--- config.mk ---
export PLATFORM = sky130hd
export DESIGN_NAME = lock_pid_gen
export DESIGN_NICKNAME = d
export VERILOG_FILES = /design/src/rtl/lock_pid_gen.sv
export SDC_FILE = /design/constraint.sdc
export NUM_CORES = 2
export LEC_CHECK = 0
export CAP_MARGIN = 5
export CORE_UTILIZATION = 40
export DETAILED_ROUTE_END_ITERATION = 8
export GPL_TIMING_DRIVEN = 0
export PLACE_DENSITY = 0.64
export REMOVE_ABC_BUFFERS = 1
export SETUP_SLACK_MARGIN = 0.5
export SLEW_MARGIN = 10
export SYNTH_ARGS = -nofsm -noshare
export SYNTH_HDL_FRONTEND = slang
export SYNTH_SLANG_ARGS = --single-unit
export TNS_END_PERCENT = 20
--- constraint.sdc ---
create_clock -name clk_i -period 12.24 [get_ports clk_i]
set_input_delay 1.836 -clock clk_i [delete_from_list [all_inputs] [get_ports clk_i]]
set_output_delay 1.836 -clock clk_i [all_outputs]
set_load 0.05 [all_outputs]
--- src/rtl/lock_pid_gen.sv ---
// PID controller for the lock chain: 4-stage pipeline, shift-scaled P/I/D terms,
// conditional-integration anti-windup, decimated block-averaged derivative and clamped output.
module lock_pid_gen #(
    parameter int DW  = 14,
    parameter int KW  = 14,
    parameter int IW  = 48,
    parameter int SW  = 5,
    parameter int DDW = 4
) (
    input  logic                 clk_i,
    input  logic                 rstn_i,
    input  logic signed [DW-1:0] dat_i,
    input  logic                 dat_vld_i,
    input  logic signed [DW-1:0] set_sp_i,
    input  logic signed [KW-1:0] set_kp_i,
    input  logic signed [KW-1:0] set_ki_i,
    input  logic signed [KW-1:0] set_kd_i,
    input  logic [SW-1:0]        psr_i,
    input  logic [SW-1:0]        isr_i,
    input  logic [SW-1:0]        dsr_i,
    input  logic [DDW-1:0]       ddec_i,
    input  logic signed [DW-1:0] lim_hi_i,
    input  logic signed [DW-1:0] lim_lo_i,
    input  logic                 int_rst_i,
    input  logic signed [DW-1:0] int_rst_val_i,
    input  logic                 pid_freeze_i,
    input  logic                 pid_ifreeze_i,
    output logic signed [DW-1:0] dat_o,
    output logic                 dat_vld_o,
    output logic                 sat_hi_o,
    output logic                 sat_lo_o
);

    localparam int EW   = DW + 1;
    localparam int MW   = EW + KW;
    localparam int CW   = 2**DDW - 1;
    localparam int AW   = EW + CW;
    localparam int DFW  = AW + 1;
    localparam int DPW  = DFW + KW;
    localparam int IW1  = IW + 1;
    localparam int SUMW = IW + 2;

    // S1: error
    logic signed [EW-1:0] err1;
    logic                 v1;

    always_ff @(posedge clk_i or negedge rstn_i) begin
        if (!rstn_i) begin
            err1 <= '0;
            v1   <= 1'b0;
        end else begin
            v1   <= dat_vld_i;
            err1 <= EW'(set_sp_i) - EW'(dat_i);
        end
    end

    // S2: products and derivative block accumulation
    logic signed [MW-1:0]  p2, i2;
    logic                  v2;
    logic [DDW-1:0]        ddec_q;
    logic [CW-1:0]         cnt, cnt_last;
    logic signed [AW-1:0]  acc, acc_prev, acc_sum;
    logic signed [DFW-1:0] d_diff, d2;
    logic                  d_upd2;

    assign cnt_last = ~({CW{1'b1}} << ddec_q);
    assign acc_sum  = acc + AW'(err1);
    assign d_diff   = (DFW'(acc_sum) - DFW'(acc_prev)) >>> ddec_q;

    always_ff @(posedge clk_i or negedge rstn_i) begin
        if (!rstn_i) begin
            p2       <= '0;
            i2       <= '0;
            v2       <= 1'b0;
            ddec_q   <= '0;
            cnt      <= '0;
            acc      <= '0;
            acc_prev <= '0;
            d2       <= '0;
            d_upd2   <= 1'b0;
        end else begin
            v2     <= v1;
            p2     <= MW'(err1) * MW'(set_kp_i);
            i2     <= MW'(err1) * MW'(set_ki_i);
            d_upd2 <= 1'b0;
            // a new block length restarts the block but keeps the previous block sum
            if (ddec_i != ddec_q) begin
                ddec_q <= ddec_i;
                cnt    <= '0;
                acc    <= '0;
            end else if (v1) begin
                if (cnt == cnt_last) begin
                    d2       <= d_diff;
                    d_upd2   <= 1'b1;
                    acc_prev <= acc_sum;
                    acc      <= '0;
                    cnt      <= '0;
                end else begin
                    acc <= acc_sum;
                    cnt <= cnt + 1'b1;
                end
            end
        end
    end

    // S3: scaled P, integrator, scaled D
    logic signed [MW-1:0]  p3;
    logic signed [IW-1:0]  integ, int_sat;
    logic signed [IW1-1:0] int_add;
    logic signed [DPW-1:0] d_prod, dterm3;
    logic                  aw_block;
    logic                  v3;

    assign int_add  = IW1'(integ) + IW1'(i2);
    assign aw_block = (sat_hi_o && !i2[MW-1] && (i2 != '0)) || (sat_lo_o && i2[MW-1]);
    assign d_prod   = (DPW'(d2) * DPW'(set_kd_i)) >>> dsr_i;

    always_comb begin
        int_sat = int_add[IW-1:0];
        if (int_add[IW] != int_add[IW-1])
            int_sat = int_add[IW] ? {1'b1, {(IW-1){1'b0}}} : {1'b0, {(IW-1){1'b1}}};
    end

    always_ff @(posedge clk_i or negedge rstn_i) begin
        if (!rstn_i) begin
            p3     <= '0;
            integ  <= '0;
            dterm3 <= '0;
            v3     <= 1'b0;
        end else begin
            v3 <= v2;
            p3 <= p2 >>> psr_i;
            // load is honoured on any cycle and overrides freeze and anti-windup
            if (int_rst_i)
                integ <= IW'(int_rst_val_i) <<< isr_i;
            else if (v2 && !pid_ifreeze_i && !aw_block)
                integ <= int_sat;
            if (d_upd2)
                dterm3 <= d_prod;
        end
    end

    // S4: sum and clamp
    logic signed [IW-1:0]   iterm;
    logic signed [SUMW-1:0] sum, lim_hi_x, lim_lo_x;

    assign iterm    = integ >>> isr_i;
    assign sum      = SUMW'(p3) + SUMW'(iterm) + SUMW'(dterm3);
    assign lim_hi_x = SUMW'(lim_hi_i);
    assign lim_lo_x = SUMW'(lim_lo_i);

    always_ff @(posedge clk_i or negedge rstn_i) begin
        if (!rstn_i) begin
            dat_o     <= '0;
            dat_vld_o <= 1'b0;
            sat_hi_o  <= 1'b0;
            sat_lo_o  <= 1'b0;
        end else begin
            dat_vld_o <= v3;
            if (v3 && !pid_freeze_i) begin
                if (lim_lo_i > lim_hi_i) begin
                    dat_o    <= '0;
                    sat_hi_o <= 1'b1;
                    sat_lo_o <= 1'b1;
                end else if (sum > lim_hi_x) begin
                    dat_o    <= lim_hi_i;
                    sat_hi_o <= 1'b1;
                    sat_lo_o <= 1'b0;
                end else if (sum < lim_lo_x) begin
                    dat_o    <= lim_lo_i;
                    sat_hi_o <= 1'b0;
                    sat_lo_o <= 1'b1;
                end else begin
                    dat_o    <= sum[DW-1:0];
                    sat_hi_o <= 1'b0;
                    sat_lo_o <= 1'b0;
                end
            end
        end
    end

endmodule
==> reports/summary.txt <==
Later-pin clock latency in the skew report - 0.64 ns
Fillers - 15800
Routed vias/inst - 5.60
GP Congestion - 0.938
Final Skew - 0.0785 ns
Register area share after synthesis - 0.126
Post-Route WL - 181 mm
Asr flop ratio synth - 1.00
F_max - 0.0903 GHz
Slew HR - 0.123
# port buffers - 153
Critical-path top delay cell - clkdlybuf4s50_1
Cell taking the most area after synthesis - fa_1
Setup TNS after final layout - 0 ns
Worst slack, placed - 0.289 ns
CTS Buffer Depth - 3
Post-synthesis cell type count - 85
Chip Height - 404 µm
Setup bufs post-CTS - 0
Met2 Use GR - 0.369
Most frequent CP cell - fa_1
Crit path largest cell delay - 0.95 ns
Most common cell in the synthesized netlist - inv_1
R2R setup slack - 3.33 ns
IO Pins - 154
Starting Density - 0.403
# DRC - 0
Worst path cell trace - clkdlybuf4s50_1 -> clkinvlp_4 -> nor2_1 -> fa_1 -> fa_1 -> fa_1 -> fa_1 -> fa_1 -> inv_1 -> fa_1 -> inv_1 -> ha_1 -> nand4_1 -> nor4_2 -> nand4_1 -> and2_1 -> a211oi_2 -> o2111a_1 -> nor3_2 -> buf_4 -> mux4_2 -> mux4_2 -> a221o_1
Clock Sinks - 326
Setup Viol. Count Final - 0
Final #Nets - 8855
Register area - 8170 µm²
Worst EP required - 12.74 ns
Placed Cells - 9445
Avg WL per Cell - 19.0 µm
Crit Path Class - primary input to register
Worst Setup Start Kind - primary input
Multi-input logic area - 51600 µm²
Main synth FF type - dfrtp_1
Commonest cells in the netlist - 922 x inv_1, 883 x nand2_1, 866 x fa_1
RSZ-0062 raised after global routing - false
Reg2reg start - d2[22]
Critical R2R Capture - dterm3[13]
CP arrival - 11.57 ns
Initial antenna violation count - 11
R2R depth - 22
Core area - 161000 µm²
Number of global-route vias before repair - 54400
Syn avg cell area - 8.62 µm²
Status - finished clean
Final global-route overflow total - 0
Total GRT Usage - 0.222
Detailed placement HPWL - 144 mm
Min-Delay Path Class - register to register
Detail Route Antenna Nets - 0
P&R area growth vs syn - 7.06%
Yosys Warn Count - 0
Post-synth EDFFs - 0
Mapped Cells - 7518
Share of the synthesized area in the top cell type - 0.268
Worst hold start - v3
Busiest grt layer - met2
CP Max Fanout - 27
Std-Cell Rows - 147
H-Tree Depth - 2
CTS buffer count - 43
Fin. Hold Viols - 0
DRT Pass-1 Iters - 8
CTS tree - yes
Final Worst Setup Slack - 1.17 ns
Reg clk slew, reported paths - 0.07 ns
Clk root buf - clkbuf_16
Mapped Area - 64800 µm²
Synth top area cells - fa_1 27%, dfrtp_1 13%, ha_1 10%
Largest net degree at the start of global routing - 104
Die Width - 404 µm
Register bit total from synthesis - 326
Max_cap viols - 0
Period utilisation layout - 0.905
CP endpoint kind - register
First-pass GRT wire length - 295 mm
Met3 Use GR - 0.0272
Global Route met1 Usage - 0.304
Routed via count - 53400
Iteration-0 DRC Markers - 3993
Slew Limit Fails - 0
Count of non-filler cells in the finished layout - 9533
Worst hold endpoint - dat_vld_o
Crit path time final - 11.07 ns
Share of cells above drive strength 1 - 0.0439
Hold Path Depth - 0
DIE AREA - 164000 µm²
Worst Max-Slew Pin Slew - 1.31 ns
-- worst max path at each step --
stage            startpoint    endpoint  slack, ns  cells past startpoint
2_1_floorplan  set_kd_i[13]  dterm3[17]       3.26                     21
3_3_place_gp         rstn_i   integ[28]      -6.37                      1
3_5_place_dp   set_kd_i[13]  dterm3[17]       0.29                     24
4_1_cts        set_kd_i[13]  dterm3[13]       0.93                     23
5_1_grt        set_kd_i[13]  dterm3[13]       0.80                     23
6_report       set_kd_i[13]  dterm3[13]       1.17                     23
-- critical path: cells and delay by family --
| family | cells | cell delay (ns) |
|---|---|---|
| AOI/OAI and AO/OA | 3 | 1.03 |
| adders and majority gates | 7 | 3.38 |
| buffers and inverters | 5 | 2.12 |
| muxes | 2 | 1.11 |
| and+or+nand+nor | 6 | 2.06 |
-- registers in the layout (all words and copies together) (netlist names) --
register,flops
v3,1
dterm3,45
sat_hi_o,1
i2,29
d_upd2,1
p3,29
dat_o,14
dat_vld_o,1
ddec_q,4
v2,1
v1,1
cnt,15
acc,30
sat_lo_o,1
integ,48
d2,31
err1,15
p2,29
acc_prev,30
-- logic make-up (layout without fill, tap and decap cells) --
group                    count (synthesis)  count (layout)  share of synthesized area
multiplexers                           306             306                     0.0601
XOR/XNOR                               247             247                     0.0334
adder cells (fa/ha/maj)               1388            1388                      0.368
other                                    0               9                          0
flip-flops                             326             326                      0.126
buffers and inverters                 1336            1182                     0.0778
AO/OA/AOI/OAI                         1616            1616                      0.165
AND/OR/NAND/NOR                       2299            2299                      0.169
-- cells in the final DEF (no fill, tap or decap), drive strengths merged, types with 25 or more instances in the layout --
cell / netlist / routed
mux2i: 183 / 183
nor2: 436 / 436
nand3: 91 / 91
ha: 522 / 522
a21o: 185 / 185
xnor2: 174 / 174
clkbuf: 355 / 53
clkdlybuf4s50: 0 / 131
nor3: 97 / 97
mux4: 60 / 60
o22ai: 25 / 25
nor2b: 60 / 60
a21oi: 401 / 401
a21boi: 27 / 27
o211ai: 42 / 42
fa: 866 / 866
a221o: 35 / 35
nand2b: 72 / 72
o21bai: 34 / 34
inv: 927 / 929
buf: 51 / 42
mux2: 63 / 63
and2: 423 / 423
o21ai: 333 / 333
and3: 55 / 55
nand2: 883 / 883
xor2: 73 / 73
dfrtp: 326 / 326
or3: 37 / 37
o21a: 56 / 56
a22o: 51 / 51
a211oi: 96 / 96
a31oi: 71 / 71
nand4: 56 / 56
-- metrics by stage --
step	util	hold WS, ns	instance area, µm²
global route	0.431	0.438	69300
global placement	0.420	0.392	67500
CTS	0.431	0.426	69300
floorplan	-	0.355	63200
detailed placement	0.422	0.403	67900
finish	0.431	0.419	69400
-- what timing repair did --
item,CTS,global route
gates resized for setup,0,1
endpoints found under the setup margin,0,3
hold buffers,0,0
-- per-layer routing --
layer  routed length (µm)  share of wire
met4                 4680          0.026
met1                81000           0.45
met2                85400           0.47
met5                    9       0.000050
met3                10400          0.057
-- layout make-up --
| cell class | instances | share of cell area |
|---|---|---|
| Multi-Input combinational cell | 5856 | 0.744 |
| Sequential cell | 326 | 0.118 |
| Inverter | 930 | 0.0504 |
| Tap cell | 2160 | 0.0390 |
| Timing Repair Buffer | 173 | 0.0266 |
| Clock buffer | 53 | 0.0166 |
| Clock inverter | 26 | 0.00483 |
| Antenna cell | 9 | 0.000325 |
Power is left out: the tool's default activity adds up to more than one toggle a clock period on the data nets, which glitch-free logic cannot reach.
